### config.mk
export PLATFORM = sky130hd
export DESIGN_NAME = seg7_paged_scanner
export DESIGN_NICKNAME = d
export VERILOG_FILES = /design/src/rtl/seg7_pkg.sv /design/src/rtl/seg7_hex_decode.sv /design/src/rtl/seg7_paged_scanner.sv
export SDC_FILE = /design/constraint.sdc
export NUM_CORES = 1
export LEC_CHECK = 0
export ABC_CLOCK_PERIOD_IN_PS = 3500
export CAP_MARGIN = 10
export CORE_UTILIZATION = 58
export DETAILED_ROUTE_END_ITERATION = 10
export PLACE_DENSITY_LB_ADDON = 0.15
export SYNTH_ARGS = -nofsm -noshare
export SYNTH_HDL_FRONTEND = slang
export SYNTH_SLANG_ARGS = --single-unit
### constraint.sdc
create_clock -name clk -period 3.5 [get_ports clk]
set_input_delay 0.7 -clock clk [delete_from_list [all_inputs] [get_ports clk]]
set_output_delay 0.7 -clock clk [all_outputs]
set_load 0.03 [all_outputs]
### src/rtl/seg7_pkg.sv
// seg7_pkg: hex-to-segment table, decode function and width helpers for the paged 7-segment scanner
package seg7_pkg;

   localparam int SEG_W = 7;

   // {g,f,e,d,c,b,a}, 1 = lit
   localparam logic [SEG_W-1:0] HEX_SEG [16] = '{
      7'h3F, 7'h06, 7'h5B, 7'h4F, 7'h66, 7'h6D, 7'h7D, 7'h07,
      7'h7F, 7'h6F, 7'h77, 7'h7C, 7'h39, 7'h5E, 7'h79, 7'h71
   };

   function automatic logic [SEG_W-1:0] hex2seg(input logic [3:0] h);
      return HEX_SEG[h];
   endfunction

   // counter/index width that never collapses to zero bits
   function automatic int width_of(input int n);
      return (n > 1) ? $clog2(n) : 1;
   endfunction

   function automatic int pages_of(input int value_w, input int digits);
      return (value_w + 4 * digits - 1) / (4 * digits);
   endfunction

endpackage

### src/rtl/seg7_hex_decode.sv
// seg7_hex_decode: combinational hex nibble to 7-segment pattern
module seg7_hex_decode
   import seg7_pkg::*;
(
   input  logic [3:0]       nib,
   output logic [SEG_W-1:0] seg
);

   assign seg = hex2seg(nib);

endmodule

### src/rtl/seg7_paged_scanner.sv
// seg7_paged_scanner: paged multiplexed 7-segment driver with tear-free handshaked updates; SEG7_LZB_EN enables leading-zero blanking
module seg7_paged_scanner
   import seg7_pkg::*;
#(
   parameter int DIGITS   = 4,
   parameter int VALUE_W  = 32,
   parameter int SCAN_DIV = 12000,
   parameter int PAGE_DIV = 2**24
) (
   input  logic                                            clk,
   input  logic                                            rst_n,
   input  logic [VALUE_W-1:0]                              value,
   input  logic                                            load,
   output logic                                            ready,
   input  logic                                            enable,
   output logic [SEG_W-1:0]                                segment,
   output logic [DIGITS-1:0]                               dmask,
   output logic [width_of(pages_of(VALUE_W, DIGITS))-1:0]  page,
   output logic                                            colon
);

   localparam int PAGES  = pages_of(VALUE_W, DIGITS);
   localparam int PG_W   = width_of(PAGES);
   localparam int DG_W   = width_of(DIGITS);
   localparam int SC_W   = width_of(SCAN_DIV);
   localparam int PC_W   = width_of(PAGE_DIV);
   localparam int WIDE_W = PAGES * 4 * DIGITS;

   logic [SC_W-1:0]    scan_cnt, scan_nx;
   logic [DG_W-1:0]    digit, digit_nx;
   logic [PC_W-1:0]    page_cnt, page_cnt_nx;
   logic [PG_W-1:0]    page_req, page_req_nx, page_nx;
   logic [VALUE_W-1:0] pending, pending_nx, shown, shown_nx;
   logic               ready_nx, scan_wrap, page_wrap, boundary, take, blank;
   logic [WIDE_W-1:0]  wide;
   logic [3:0]         nibs [PAGES][DIGITS];
   logic [3:0]         nib;
   logic [SEG_W-1:0]   seg_raw;

   // next-state for scan, paging and the pending/shown handshake
   always_comb begin
      scan_wrap   = scan_cnt == SC_W'(SCAN_DIV - 1);
      boundary    = scan_wrap && digit == DG_W'(DIGITS - 1);
      page_wrap   = page_cnt == PC_W'(PAGE_DIV - 1);
      take        = load && ready;
      scan_nx     = scan_wrap ? '0 : scan_cnt + 1'b1;
      digit_nx    = !scan_wrap ? digit : boundary ? '0 : digit + 1'b1;
      page_cnt_nx = page_wrap ? '0 : page_cnt + 1'b1;
      page_req_nx = !page_wrap ? page_req : page_req == PG_W'(PAGES - 1) ? '0 : page_req + 1'b1;
      page_nx     = boundary ? page_req : page;
      pending_nx  = take ? value : pending;
      shown_nx    = boundary ? pending_nx : shown;
      ready_nx    = boundary || (ready && !take);
   end

   // zero-extended word split into per-page, per-digit nibbles
   assign wide = WIDE_W'(shown_nx);
   for (genvar p = 0; p < PAGES; p++) begin : g_p
      for (genvar d = 0; d < DIGITS; d++) begin : g_d
         assign nibs[p][d] = wide[(p * DIGITS + d) * 4 +: 4];
      end
   end

   // select the nibble for the digit about to be shown and decide blanking
   always_comb begin
      nib   = nibs[page_nx][digit_nx];
      blank = 1'b0;
`ifdef SEG7_LZB_EN
      blank = digit_nx != '0;
      for (int k = 0; k < DIGITS; k++)
         if (k >= int'(digit_nx) && nibs[page_nx][k] != 4'd0) blank = 1'b0;
`endif
   end

   seg7_hex_decode u_dec (
      .nib (nib),
      .seg (seg_raw)
   );

   // state and outputs register from the same next-state view so they stay aligned
   always_ff @(posedge clk or negedge rst_n) begin
      if (!rst_n) begin
         scan_cnt <= '0;
         digit    <= '0;
         page_cnt <= '0;
         page_req <= '0;
         page     <= '0;
         pending  <= '0;
         shown    <= '0;
         ready    <= 1'b1;
         segment  <= '0;
         dmask    <= '0;
         colon    <= 1'b0;
      end else begin
         scan_cnt <= scan_nx;
         digit    <= digit_nx;
         page_cnt <= page_cnt_nx;
         page_req <= page_req_nx;
         page     <= page_nx;
         pending  <= pending_nx;
         shown    <= shown_nx;
         ready    <= ready_nx;
         segment  <= (enable && !blank) ? seg_raw : '0;
         dmask    <= enable ? DIGITS'(1) << digit_nx : '0;
         colon    <= page_nx != '0;
      end
   end

endmodule

==> run summary, run 1 <==
========================================================================================================
Worst Setup Slack post-DPL                                                                     0.0534 ns
Number of pins exceeding their max-slew limit in the final report                                      0
Primary flip-flop cell chosen by synthesis mapping                                               dfrtp_1
Power density normalized to cell area                                                        488 mW/mm^2
Hold Vio Cnt, Final                                                                                    0
Post-CTS repair timing setup buffer count                                                              0
TritonCTS clock tree                                                                                done
Yosys top cell area share                                                                          52.0%
Number of distinct library cell variants in the gate-level netlist after synthesis                    50
Num ports                                                                                             50
Main combinational cell family by area after synthesis                                      multiplexers
Synth warnings                                                                                         0
Run status                                                                                  finished clean
Post-synth top area cell                                                                         dfrtp_1
Post-synthesis share of cell area spent on full adders, half adders and majority gates             2.00%
Clock latency at the later pin of the worst-skew pair                                            0.52 ns
Leading post-synthesis cells by cell area                                                   dfrtp_1, mux2_2, mux4_2
Chip height                                                                                       101 um
Post-synthesis sequential area ratio                                                               52.5%
Post-CTS Hold Fix Bufs                                                                                 0
Cell type of the slowest stage on the worst timing path                                          dfrtp_1
Post-Syn Area                                                                               0.00563 mm^2
Dpl cells                                                                                            626
Largest clock skew in the final design                                                        0.00567 ns
Peak Freq                                                                                        317 MHz
Setup repair after global routing missed its margin                                                   no
Max Cap Viol                                                                                           0
Crit-path max FO                                                                                       9
Post-CTS clock slew at the launch and capture registers of the worst setup and hold paths        0.05 ns
Number of buffers on the longest clock path                                                            2
Number of enable flip-flop cells after synthesis                                                       0
Antenna cells                                                                                          0
Post-cts repair resize count                                                                           0
Clk sinks                                                                                            118
Actual transition at the worst max-transition pin                                               0.731 ns
Number of design rule violations left after detail routing                                             0
Basic-gate share of the synthesized area counting and, or, nand and nor cells                      11.6%
Crit path DAT                                                                                    3.55 ns
Area growth syn-to-layout                                                                          22.0%
Post-route minimum period                                                                        3.15 ns
Final count of negative-setup-slack endpoints                                                          0
Starting density of the core                                                                       60.4%
Drt total wl                                                                                    11100 um
Leakage power of the design                                                                      3.31 nW
Number of design-rule violations left by the first detailed-router iteration                         101
Initial antenna violation count                                                                        0
Reg-to-Reg Start                                                                             scan_cnt[0]
Termination of the worst setup path                                                           segment[1]
Path class of the lowest-slack min-delay path                                                in -> async
Startpoint-to-endpoint class of the critical path                                             reg -> reg
Core utilization of the finished layout                                                            73.7%
Async set or reset register ratio after synthesis                                                   100%
Number of H-tree branching levels                                                                      4
Average cell area after synthesis                                                              12.3 um^2
First-pass GRT wire length                                                                      19200 um
Type of origin of the critical path                                                            flip-flop
Capture point of the worst reg-to-reg path                                                    segment[1]
Area fraction in compound gates after synthesis                                                    4.42%
Final WS setup                                                                                  0.350 ns
Vias per std cell                                                                                   5.51
Cell repeated most along the worst path                                                             ha_1
Delay of the slowest critical-path stage                                                         0.40 ns
Count of nets after finishing                                                                        561
Number of vias in the routed layout                                                                 3628
Cell count after synthesis                                                                           458
Xor-xnor portion of the synthesized cell area                                                      5.13%
CP Launch Point                                                                              scan_cnt[0]
Final period utilization                                                                           90.0%
Multiplexer share of the synthesized area                                                          20.5%
Number of detailed-routing iterations run before antenna repair                                        4
Root cell of the clock tree                                                                     clkbuf_8
CP endpoint kind                                                                               flip-flop
Worst-case headroom to the max-slew limit                                                          51.3%
Number of global-route vias before repair                                                           3972
Ordered list of cells on the worst path                                                     ha_1 > and4_4 > and4_1 > a21oi_4 > clkinv_2 > mux2i_1 > a211oi_1 > nor2_1 > buf_4 > ha_1 > inv_1 > nor3_1 > a311oi_1
Sum of overflow across all layers after global routing                                                 0
Port Buffers                                                                                          49
Die Span X                                                                                        101 um
Required time at the endpoint of the critical path                                               3.90 ns
Share of post-route cells with drive strength above 1                                              25.1%
Cell row count                                                                                        35
Cts bufs inserted                                                                                     17
Power consumption                                                                                3.35 mW
Worst reg-to-reg setup slack                                                                     0.35 ns
Full die area                                                                                0.0101 mm^2
Number of non-filler instances in the completed layout                                               658
Pin count of the biggest net entering global routing                                                  59
Sum of net half-perimeters after detailed placement                                              7550 um
Largest voltage drop on the vdd net                                                               369 uV
Yosys reg bits                                                                                       118
Global Route Usage Sum                                                                             25.3%
Average wire per standard cell                                                                   16.9 um
Final Wtd Congestion                                                                               0.861
Number of cell instances on the worst register-to-register path                                       13
Core Area                                                                                   0.00933 mm^2
Setup Total Neg Slack                                                                               0 ns
Post-synthesis net count                                                                             503
Detail Route Antenna Nets                                                                              0
========================================================================================================
layer usage:
layer	GRT usage (%)	vias up	wire, um
met5	0	-	0
met4	12.2	0	218
met3	6.24	21	352
met2	41.9	62	5670
met1	31.3	1833	4900
li1	-	1712	-
per-stage QoR:
stage                     area, um^2  hold WS (ns)
after floorplan                 5630         0.404
after global placement          6260         0.455
after detailed placement        6260         0.460
after CTS                       6870         0.266
after global routing            6870         0.289
final                           6870         0.246
where the power goes:
part           total, mW  switching, mW  internal, mW
Combinational      0.162         0.0754        0.0867
Clock               1.76          0.587          1.18
Sequential          1.43         0.0171          1.41
Total               3.35          0.679          2.67
worst min-delay path by stage:
stage	from	endpoint	slack [ns]	cells after the start
6_report	rst_n	scan_cnt[13]	0.25	1
4_1_cts	rst_n	digit[0]	0.27	1
3_3_place_gp	page_cnt[14]	page_cnt[14]	0.45	1
3_5_place_dp	page_cnt[14]	page_cnt[14]	0.46	1
2_1_floorplan	rst_n	digit[0]	0.40	0
5_1_grt	rst_n	pending[21]	0.29	1
logic make-up (layout without fill, tap and decap cells):
kind of cell	Yosys count	in the layout
flops	118	118
mux	93	93
compound gates	31	31
xor+xnor	33	33
simple gates	131	131
fa+ha+maj	9	9
buf+inv	43	114
critical path: cells and delay by family, from the launching register on:
family | cells | cell delay, ns
mux | 1 | 0.17
flops | 1 | 0.40
simple gates | 4 | 0.69
fa+ha+maj | 2 | 0.56
compound gates | 3 | 0.84
buf+inv | 3 | 0.38
area by class of cell:
class / count / area, um^2
flip-flops and latches: 118 / 2950
multi-input cells: 297 / 2460
clock inverters: 8 / 120
clock buffers: 24 / 490
inverters: 20 / 76.3
repair buffers: 62 / 611
fillers: 644 / 2460
well taps: 129 / 161
sequential cells by signal (all words and copies together) (netlist names):
register	flops
digit	2
pending	32
ready	1
page	1
dmask	4
page_req	1
segment	7
page_cnt	24
shown	32
scan_cnt	14
synthesized netlist by cell type, drive strengths merged, types with 2 or more instances:
| cell | count |
|---|---|
| a211oi | 3 |
| a21oi | 2 |
| and2 | 4 |
| and3 | 12 |
| and4 | 5 |
| buf | 16 |
| clkbuf | 7 |
| dfrtp | 117 |
| ha | 9 |
| inv | 19 |
| mux2 | 64 |
| mux2i | 18 |
| mux4 | 11 |
| nand2 | 35 |
| nand2b | 2 |
| nand3 | 17 |
| nand4 | 4 |
| nor2 | 37 |
| nor3 | 9 |
| nor4b | 3 |
| o21ai | 12 |
| o221a | 3 |
| o22ai | 3 |
| xnor2 | 17 |
| xor2 | 16 |
placed cells by master (no fill, tap or decap), types with 2 or more instances in the layout:
cell,Yosys,final
clkbuf_1,6,2
clkbuf_16,0,16
mux2i_1,17,17
clkdlybuf4s50_1,0,48
buf_4,4,12
bufinv_16,0,3
inv_1,19,19
xor2_1,16,16
clkinvlp_4,0,2
nor3_1,9,9
clkinv_2,1,4
dfrtp_1,117,117
mux4_2,11,11
ha_1,9,9
nand4_1,4,4
a211oi_1,3,3
o221a_2,3,3
xnor2_1,17,17
clkbuf_8,0,6
o21ai_1,2,2
nor2_1,37,37
and2_1,3,3
and3_1,12,12
and4_1,4,4
o21ai_0,10,10
nand2_1,35,34
o22ai_2,2,2
nand2b_1,2,2
mux2_2,64,64
nand3_1,17,17
buf_12,0,2
Power figures use the tool's default switching activity.
==> run 2, diff against run 1 <==
--- a/config.mk
+++ b/config.mk
@@ -10,6 +10,7 @@
 export CORE_UTILIZATION = 58
 export DETAILED_ROUTE_END_ITERATION = 10
 export PLACE_DENSITY_LB_ADDON = 0.15
+export RECOVER_POWER = 50
 export SYNTH_ARGS = -nofsm -noshare
 export SYNTH_HDL_FRONTEND = slang
 export SYNTH_SLANG_ARGS = --single-unit
==> run 2 against run 1 <==
  * Die area is the same
  * Count of clock-buffer cells in the layout unchanged
  * Largest cell class unchanged
  * Combinational power about the same
  * Routed wire length about the same
  * Sequential share of layout area is 0.15 points higher
  * Clock power about the same
  * Critical endpoint unchanged
  * Final cell count did not move
  * Global-route usage is the same
  * Non-clock buffer count did not move
  * Setup slack hardly changed
  * Core utilization shrank 0.25 points
  * Via count rose by 0.17%
==> run summary, run 2 (synthesized netlist as in run 1, its figures left out) <==
========================================================================================================
Final Wtd Congestion                                                                               0.861
Area used by multi-input combinational logic                                                0.00246 mm^2
Path class of the lowest-slack min-delay path                                                 reg -> reg
Detail Route Antenna Nets                                                                              0
Commonest cells after routing, fill and taps aside                                          dfrtp_1, mux2_2, clkdlybuf4s50_1
Largest registers                                                                           pending x32, shown x32, page_cnt x24
Number of H-tree branching levels                                                                      4
Crit-path max FO                                                                                       9
Core Area                                                                                   0.00933 mm^2
Pin count of the biggest net entering global routing                                                  59
Number of pins exceeding their max-slew limit in the final report                                      0
Peak Freq                                                                                        318 MHz
Root cell of the clock tree                                                                     clkbuf_8
Largest clock skew in the final design                                                        0.00625 ns
Clock latency at the later pin of the worst-skew pair                                            0.52 ns
Hold Vio Cnt, Final                                                                                    0
Max Cap Viol                                                                                           0
Post-CTS Hold Fix Bufs                                                                                 0
Antenna cells                                                                                          0
Chip height                                                                                       101 um
Die Span X                                                                                        101 um
TritonCTS clock tree                                                                                done
Port Buffers                                                                                          49
Drt total wl                                                                                    11100 um
Global Route Usage Sum                                                                             25.3%
Post-CTS repair timing setup buffer count                                                              0
Register cell area after layout                                                             0.00295 mm^2
Post-CTS clock slew at the launch and capture registers of the worst setup and hold paths        0.05 ns
Leading cell type in the layout, fill and taps excluded                                          dfrtp_1
Crit path DAT                                                                                    3.55 ns
Share of post-route cells with drive strength above 1                                              24.8%
Sum of net half-perimeters after detailed placement                                              7550 um
Cts bufs inserted                                                                                     17
Number of design-rule violations left by the first detailed-router iteration                          91
Leakage power of the design                                                                      3.30 nW
Number of vias in the routed layout                                                                 3634
Startpoint of the lowest-slack hold path                                                    page_cnt[14]
Required time at the endpoint of the critical path                                               3.90 ns
Number of design rule violations left after detail routing                                             0
Worst reg-to-reg setup slack                                                                     0.35 ns
Type of origin of the critical path                                                            flip-flop
Full die area                                                                                0.0101 mm^2
Number of cell instances on the worst register-to-register path                                       13
Number of buffers on the longest clock path                                                            2
Final period utilization                                                                           90.0%
Startpoint-to-endpoint class of the critical path                                             reg -> reg
Vias per std cell                                                                                   5.52
Average wire per standard cell                                                                   16.9 um
Number of detailed-routing iterations run before antenna repair                                        4
Clk sinks                                                                                            118
Run status                                                                                  finished clean
Actual transition at the worst max-transition pin                                                1.38 ns
Initial antenna violation count                                                                        0
Area growth syn-to-layout                                                                          21.6%
First-pass GRT wire length                                                                      19200 um
CP endpoint kind                                                                               flip-flop
Post-Layout Inst Area                                                                       0.00685 mm^2
Endpoint with the worst hold slack                                                          page_cnt[14]
Worst-case headroom to the max-slew limit                                                          7.75%
Filler Cells Inserted                                                                                647
Number of global-route vias before repair                                                           3972
Post-cts repair resize count                                                                           0
Cell depth of the worst min-delay path                                                                 1
Cell row count                                                                                        35
Sum of overflow across all layers after global routing                                                 0
Starting density of the core                                                                       60.4%
Power density normalized to cell area                                                        489 mW/mm^2
Num ports                                                                                             50
Reg-to-Reg Start                                                                             scan_cnt[0]
Setup Total Neg Slack                                                                               0 ns
Final count of negative-setup-slack endpoints                                                          0
Capture point of the worst reg-to-reg path                                                    segment[1]
Post-DP Area                                                                                0.00626 mm^2
Post-route minimum period                                                                        3.15 ns
Count of nets after finishing                                                                        561
Largest voltage drop on the vdd net                                                               369 uV
Setup repair after global routing missed its margin                                                   no
========================================================================================================
run 2: cell count changes in the layout (fill, tap and decap cells not counted), sizes merged:
cell	delta
clkbuf	+3
buf	-3
run 2: metrics by stage:
stage | worst slack (ns) | util, % | power [mW] | hold slack (ns) | std cells
final | 0.350 | 73.4 | 3.35 | 0.469 | 658
after global routing | 0.0799 | 73.4 | 3.46 | 0.491 | 658
after CTS | 0.334 | 73.7 | 3.39 | 0.266 | 658
after detailed placement | 0.0534 | 67.1 | 1.61 | 0.460 | 626
after global placement | 0.199 | 67.1 | 1.60 | 0.455 | 626
after floorplan | 0.581 | - | 1.51 | 0.404 | 458
run 2: final cells by class:
cell class | count | area share, %
well taps | 129 | 2.36
flip-flops and latches | 118 | 43.1
repair buffers | 62 | 8.61
clock inverters | 8 | 1.75
inverters | 20 | 1.11
clock buffers | 24 | 7.16
multi-input cells | 297 | 35.9
run 2: per-layer routing:
metal | wire length, um | vias to the layer above | part of all wire (%) | global-route usage (%)
met5 | 0 | - | 0 | 0
met4 | 218 | 0 | 2.0 | 12.2
met3 | 365 | 21 | 3.3 | 6.24
met2 | 5680 | 69 | 51 | 41.9
met1 | 4880 | 1831 | 44 | 31.3
li1 | - | 1713 | - | -
run 2: critical path: stages (launching register included):
cell	delay, ns
dfrtp_1	0.40
ha_1	0.25
and4_4	0.23
and4_1	0.33
a21oi_4	0.21
clkinv_2	0.15
mux2i_1	0.17
a211oi_1	0.32
nor2_1	0.09
buf_4	0.16
ha_1	0.31
inv_1	0.07
nor3_1	0.04
a311oi_1	0.31
run 2: worst max-delay path by stage:
stage | from | end | depth (start not counted)
after floorplan | scan_cnt[0] | segment[0] | 14
after global placement | load | segment[1] | 11
after detailed placement | load | segment[0] | 9
after CTS | scan_cnt[0] | segment[1] | 13
after global routing | scan_cnt[0] | segment[1] | 13
final | scan_cnt[0] | segment[1] | 13
run 2: where the power goes:
part	leakage, nW	internal [mW]	switching (mW)
clock network	0.297	1.18	0.586
logic	1.47	0.0839	0.0748
registers	1.53	1.41	0.0171
==> run 3, diff against run 2 <==
--- a/config.mk
+++ b/config.mk
@@ -6,8 +6,7 @@
 export NUM_CORES = 1
 export LEC_CHECK = 0
 export ABC_CLOCK_PERIOD_IN_PS = 3500
-export CAP_MARGIN = 10
-export CORE_UTILIZATION = 58
+export CORE_UTILIZATION = 55
 export DETAILED_ROUTE_END_ITERATION = 10
 export PLACE_DENSITY_LB_ADDON = 0.15
 export RECOVER_POWER = 50
==> run 3 against run 2 <==
  * Cell area fell by 0.66%
  * The run now ends with max-capacitance violations, max-slew violations left
  * Critical path depth fell by 3
  * Count of clock-buffer cells in the layout fell by 6
  * Worst hold slack improved by 0.0031 ns
  * Maximum frequency rose by 1.4%
==> run summary, run 3 (synthesized netlist as in run 1, its figures left out) <==
========================================================================================================
TritonCTS clock tree                                                                                done
Leading cell type in the layout, fill and taps excluded                                          dfrtp_1
Area growth syn-to-layout                                                                          20.8%
Hold Vio Cnt, Final                                                                                    0
Setup Total Neg Slack                                                                               0 ns
Required time at the endpoint of the critical path                                               3.92 ns
Clk sinks                                                                                            118
Path class of the lowest-slack min-delay path                                                 reg -> reg
Final WS setup                                                                                  0.395 ns
Final Wtd Congestion                                                                               0.855
Crit-path max FO                                                                                      10
Post-CTS clock slew at the launch and capture registers of the worst setup and hold paths        0.06 ns
Number of H-tree branching levels                                                                      4
Sum of overflow across all layers after global routing                                                 0
Post-CTS Hold Fix Bufs                                                                                 0
Number of vias in the routed layout                                                                 3611
Power density normalized to cell area                                                        468 mW/mm^2
Largest registers                                                                           pending x32, shown x32, page_cnt x24
Num ports                                                                                             50
First-pass GRT wire length                                                                      17600 um
Endpoint with the worst hold slack                                                           page_cnt[8]
Run status                                                                                  complete, but fails checks
Die Span X                                                                                        103 um
Final period utilization                                                                           88.7%
Max Cap Viol                                                                                           1
Core Area                                                                                   0.00986 mm^2
Setup repair after global routing missed its margin                                                   no
Count of nets after finishing                                                                        562
Clock latency at the later pin of the worst-skew pair                                            0.53 ns
CP endpoint kind                                                                               flip-flop
Number of global-route vias before repair                                                           3597
Actual transition at the worst max-transition pin                                                1.64 ns
Cell row count                                                                                        36
Commonest cells after routing, fill and taps aside                                          dfrtp_1, mux2_2, clkdlybuf4s50_1
Largest voltage drop on the vdd net                                                               410 uV
Number of detailed-routing iterations run before antenna repair                                        4
Post-CTS repair timing setup buffer count                                                              0
Initial antenna violation count                                                                        0
Root cell of the clock tree                                                                     clkbuf_8
Cell depth of the worst min-delay path                                                                 1
Final count of negative-setup-slack endpoints                                                          0
Sum of net half-perimeters after detailed placement                                              7270 um
Full die area                                                                                0.0106 mm^2
Leakage power of the design                                                                      3.27 nW
Number of design-rule violations left by the first detailed-router iteration                         110
Reg-to-Reg Start                                                                             scan_cnt[8]
Chip height                                                                                       103 um
Crit path DAT                                                                                    3.53 ns
Cts bufs inserted                                                                                     17
Startpoint-to-endpoint class of the critical path                                             reg -> reg
Detail Route Antenna Nets                                                                              0
Capture point of the worst reg-to-reg path                                                    segment[1]
Number of pins exceeding their max-slew limit in the final report                                     67
Port Buffers                                                                                          49
Number of buffers on the longest clock path                                                            2
Share of post-route cells with drive strength above 1                                              24.9%
Worst Setup Slack post-DPL                                                                     0.0744 ns
Worst reg-to-reg setup slack                                                                     0.39 ns
Drt total wl                                                                                    10800 um
Number of cell instances on the worst register-to-register path                                       10
Post-Layout Inst Area                                                                       0.00680 mm^2
Type of origin of the critical path                                                            flip-flop
Failing checks                                                                              max-capacitance violations, max-slew violations
Largest clock skew in the final design                                                        0.00805 ns
Global Route Usage Sum                                                                             22.8%
Number of design rule violations left after detail routing                                             0
Antenna cells                                                                                          0
Vias per std cell                                                                                   5.45
Peak Freq                                                                                        322 MHz
Starting density of the core                                                                       57.1%
Pin count of the biggest net entering global routing                                                  67
Worst-case headroom to the max-slew limit                                                         -9.64%
Average wire per standard cell                                                                   16.3 um
Post-cts repair resize count                                                                           0
Post-route minimum period                                                                        3.11 ns
Minimum hold slack                                                                              0.472 ns
Post-DP Area                                                                                0.00626 mm^2
Startpoint of the lowest-slack hold path                                                     page_cnt[8]
========================================================================================================
[run 3: routing by layer]
layer  wire length, um  up-vias  GRT usage (%)
met5                 0        -              0
met4               185        0           9.86
met3               334       19           6.65
met2              5220       63           35.4
met1              5040     1802           29.9
li1                  -     1727              -
[run 3: worst max path at each step]
stage               cells past startpoint  slack (ns)         from         end
floorplan                              14        0.58  scan_cnt[0]  segment[0]
global placement                       11        0.12         load  segment[0]
detailed placement                      9        0.07         load  segment[0]
CTS                                    12        0.40  scan_cnt[0]  segment[1]
global route                           12        0.14  scan_cnt[0]  segment[1]
finish                                 10        0.39  scan_cnt[8]  segment[1]
[run 3: layout make-up]
type / count / area, um^2
clock buffer: 18 / 428
clock inverter: 14 / 130
fill: 718 / 3060
inverter: 20 / 76.3
multi-input combinational: 297 / 2460
sequential: 118 / 2950
tap: 133 / 166
timing repair buffer: 63 / 592
[run 3: report_power, final]
| group | total (mW) | internal [mW] | leakage (nW) | switching (mW) |
|---|---|---|---|---|
| Combinational | 0.159 | 0.0856 | 1.46 | 0.0731 |
| Sequential | 1.43 | 1.41 | 1.53 | 0.0151 |
| Clock | 1.60 | 0.963 | 0.271 | 0.640 |
| Total | 3.19 | 2.46 | 3.27 | 0.728 |
[run 3: critical path, cell delays in order, from the launching register on]
cell,delay (ns)
dfrtp_1,0.43
nor4b_4,0.40
nand4_1,0.29
mux2i_2,0.62
buf_4,0.25
o211a_1,0.17
nor2_1,0.09
ha_1,0.35
inv_1,0.06
nor3_1,0.04
a311oi_1,0.29
[run 3: through the flow]
stage	cells	utilization, %	total power [mW]
after floorplan	458	-	1.51
after detailed placement	631	63.5	1.61
after CTS	663	69.1	3.23
after global routing	663	69.0	3.30
after global placement	631	63.5	1.60
final	663	69.0	3.19
==> patch, RTL diff (settings of run 2) <==
Add a define of `SEG7_LZB_EN`.
--- a/src/rtl/seg7_paged_scanner.sv
+++ b/src/rtl/seg7_paged_scanner.sv
@@ -1,4 +1,6 @@
 // seg7_paged_scanner: paged multiplexed 7-segment driver with tear-free handshaked updates; SEG7_LZB_EN enables leading-zero blanking
+`define SEG7_LZB_EN
+
 module seg7_paged_scanner
    import seg7_pkg::*;
 #(
Check against the original RTL: no difference found for any inputs over 10 cycles, from zero or initial values and one cycle with rst_n low; that may be too few to reach the edited logic, so the function may still have changed.
==> patch against run 2 <==
- the run now ends with max-capacitance violations, max-slew violations left
- total power decreased by 0.26%
- global-route usage up 0.69 points
- sequential cell count is the same
- cell area increased by 8.5%
- fmax fell by 7.6%
- sequential power hardly changed
- routed wire length rose by 13%
- worst setup slack worse by 0.26 ns
- final cell count up 5.3%
- synthesized area rose by 4.6%
- critical path type unchanged
- largest cell class unchanged
- highest routed layer unchanged
==> patch: results (changes against run 2) <==
- Status: finished with violations (was complete, no violations)
- Failing checks: max-capacitance violations, max-slew violations
- Area contributors post-synth: dfrtp_1, mux2_2, mux4_2, mux2i_1, xnor2_1 (unchanged)
- Clock-cell share: 0.0786 (was 0.0892)
- Max VDD drop: 345 uV (was 369 uV)
- Share of cells above drive strength 1: 0.334 (was 0.248)
- Final Max Slew Viols: 46 (was 0)
- Worst R2R Setup Slack: 0.09 ns (was 0.35 ns)
- Place WS: -0.0253 ns (was 0.0534 ns)
- R2r startpoint: scan_cnt[8] (was scan_cnt[0])
- Slew margin rel.: -0.696 (was 0.0775)
- Max cap viols: 1 (was 0)
- Inverters: 10 (was 20)
- Delay-heaviest family, CP: simple AND/OR/NAND/NOR gates (was compound AO/OA/AOI/OAI gates)
- Largest net degree at the start of global routing: 57 (was 59)
- Layout multi-input combinational cell count: 314 (was 297)
- M1 WL: 5.69 mm (was 4.88 mm)
- Biggest cell delay along the critical path: 0.62 ns (was 0.40 ns)
- Reg2Reg Depth: 11 (was 13)
- Sequential cell area fraction in the yosys report: 0.501 (was 0.525)
- First-pass GRT wire length: 20.2 mm (was 19.2 mm)
- All-Layer GR Usage: 0.260 (was 0.253)
- Multi-input combinational area share: 0.385 (was 0.359)
- Layout non-clock buf frac: 0.111 (was 0.0861)
- Filler cells: 650 (was 647)
- Metal2 WL: 6.23 mm (was 5.68 mm)
- Average size of a mapped cell: 12.8 sq um (was 12.3 sq um)
- DR vias/cell: 5.72 (was 5.52)
- WL met3: 497 um (was 365 um)
- Post-Route WL: 12.6 mm (was 11.1 mm)
- Antenna diodes: 0 (unchanged)
- Met3 Usage GRT: 0.0529 (was 0.0624)
- Commonest cells in the netlist: dfrtp_1, mux2_2, nor2_1, mux2i_1, nand2_1 (was dfrtp_1, mux2_2, nor2_1, nand2_1, inv_1)
- GRT met1 Usage: 0.337 (was 0.313)
- Max FO, Critical Path: 16 (was 9)
- Met2 Use GR: 0.430 (was 0.419)
- Cts repair resizes: 8 (was 0)
- Syn_nets: 506 (was 503)
- Placed cell area: 6720 sq um (was 6260 sq um)
- GPL Wtd Cong: 0.882 (was 0.861)
- Worst r2r dst: segment[3] (was segment[1])
- Seq/total area: 0.398 (was 0.431)
- WP data arrival: 3.84 ns (was 3.55 ns)
- 1st-iter DRT viols: 203 (was 91)
- Synth unique cells: 53 (was 50)
- Detailed placement HPWL: 7.98 mm (was 7.55 mm)
==> patch: cell types whose count changed after synthesis, sizes merged, moves of 4 or more <==
cell	before	now
clkbuf	7	12
mux2	64	82
and3	12	6
nand3	17	21
mux2i	18	30
o21ai	12	4
nand2	35	27
inv	19	10
buf	16	9
==> patch: stage by stage <==
stage,hold WS (ns),util,cells
final,0.474,0.757,693
after global placement,0.452,0.685,656
after CTS,0.211,0.751,689
after floorplan,0.404,-,462
after global routing,0.498,0.757,693
after detailed placement,0.461,0.685,656
==> patch: cells by family (layout without fill, tap and decap cells) <==
kind of cell	count (synthesis)	in the layout	share of synthesized area
buffers and inverters	31	128	0.0255
xor gates and xnor gates	35	35	0.0520
AOI/OAI and AO/OA	20	20	0.0304
adders and majority gates	8	8	0.0170
and+or+nand+nor	124	124	0.108
muxes	126	127	0.266
DFF	118	118	0.501
==> patch: power breakdown <==
part	switching, mW	internal [mW]
logic	0.0858	0.102
registers	0.0222	1.41
clock network	0.600	1.12
total	0.708	2.63
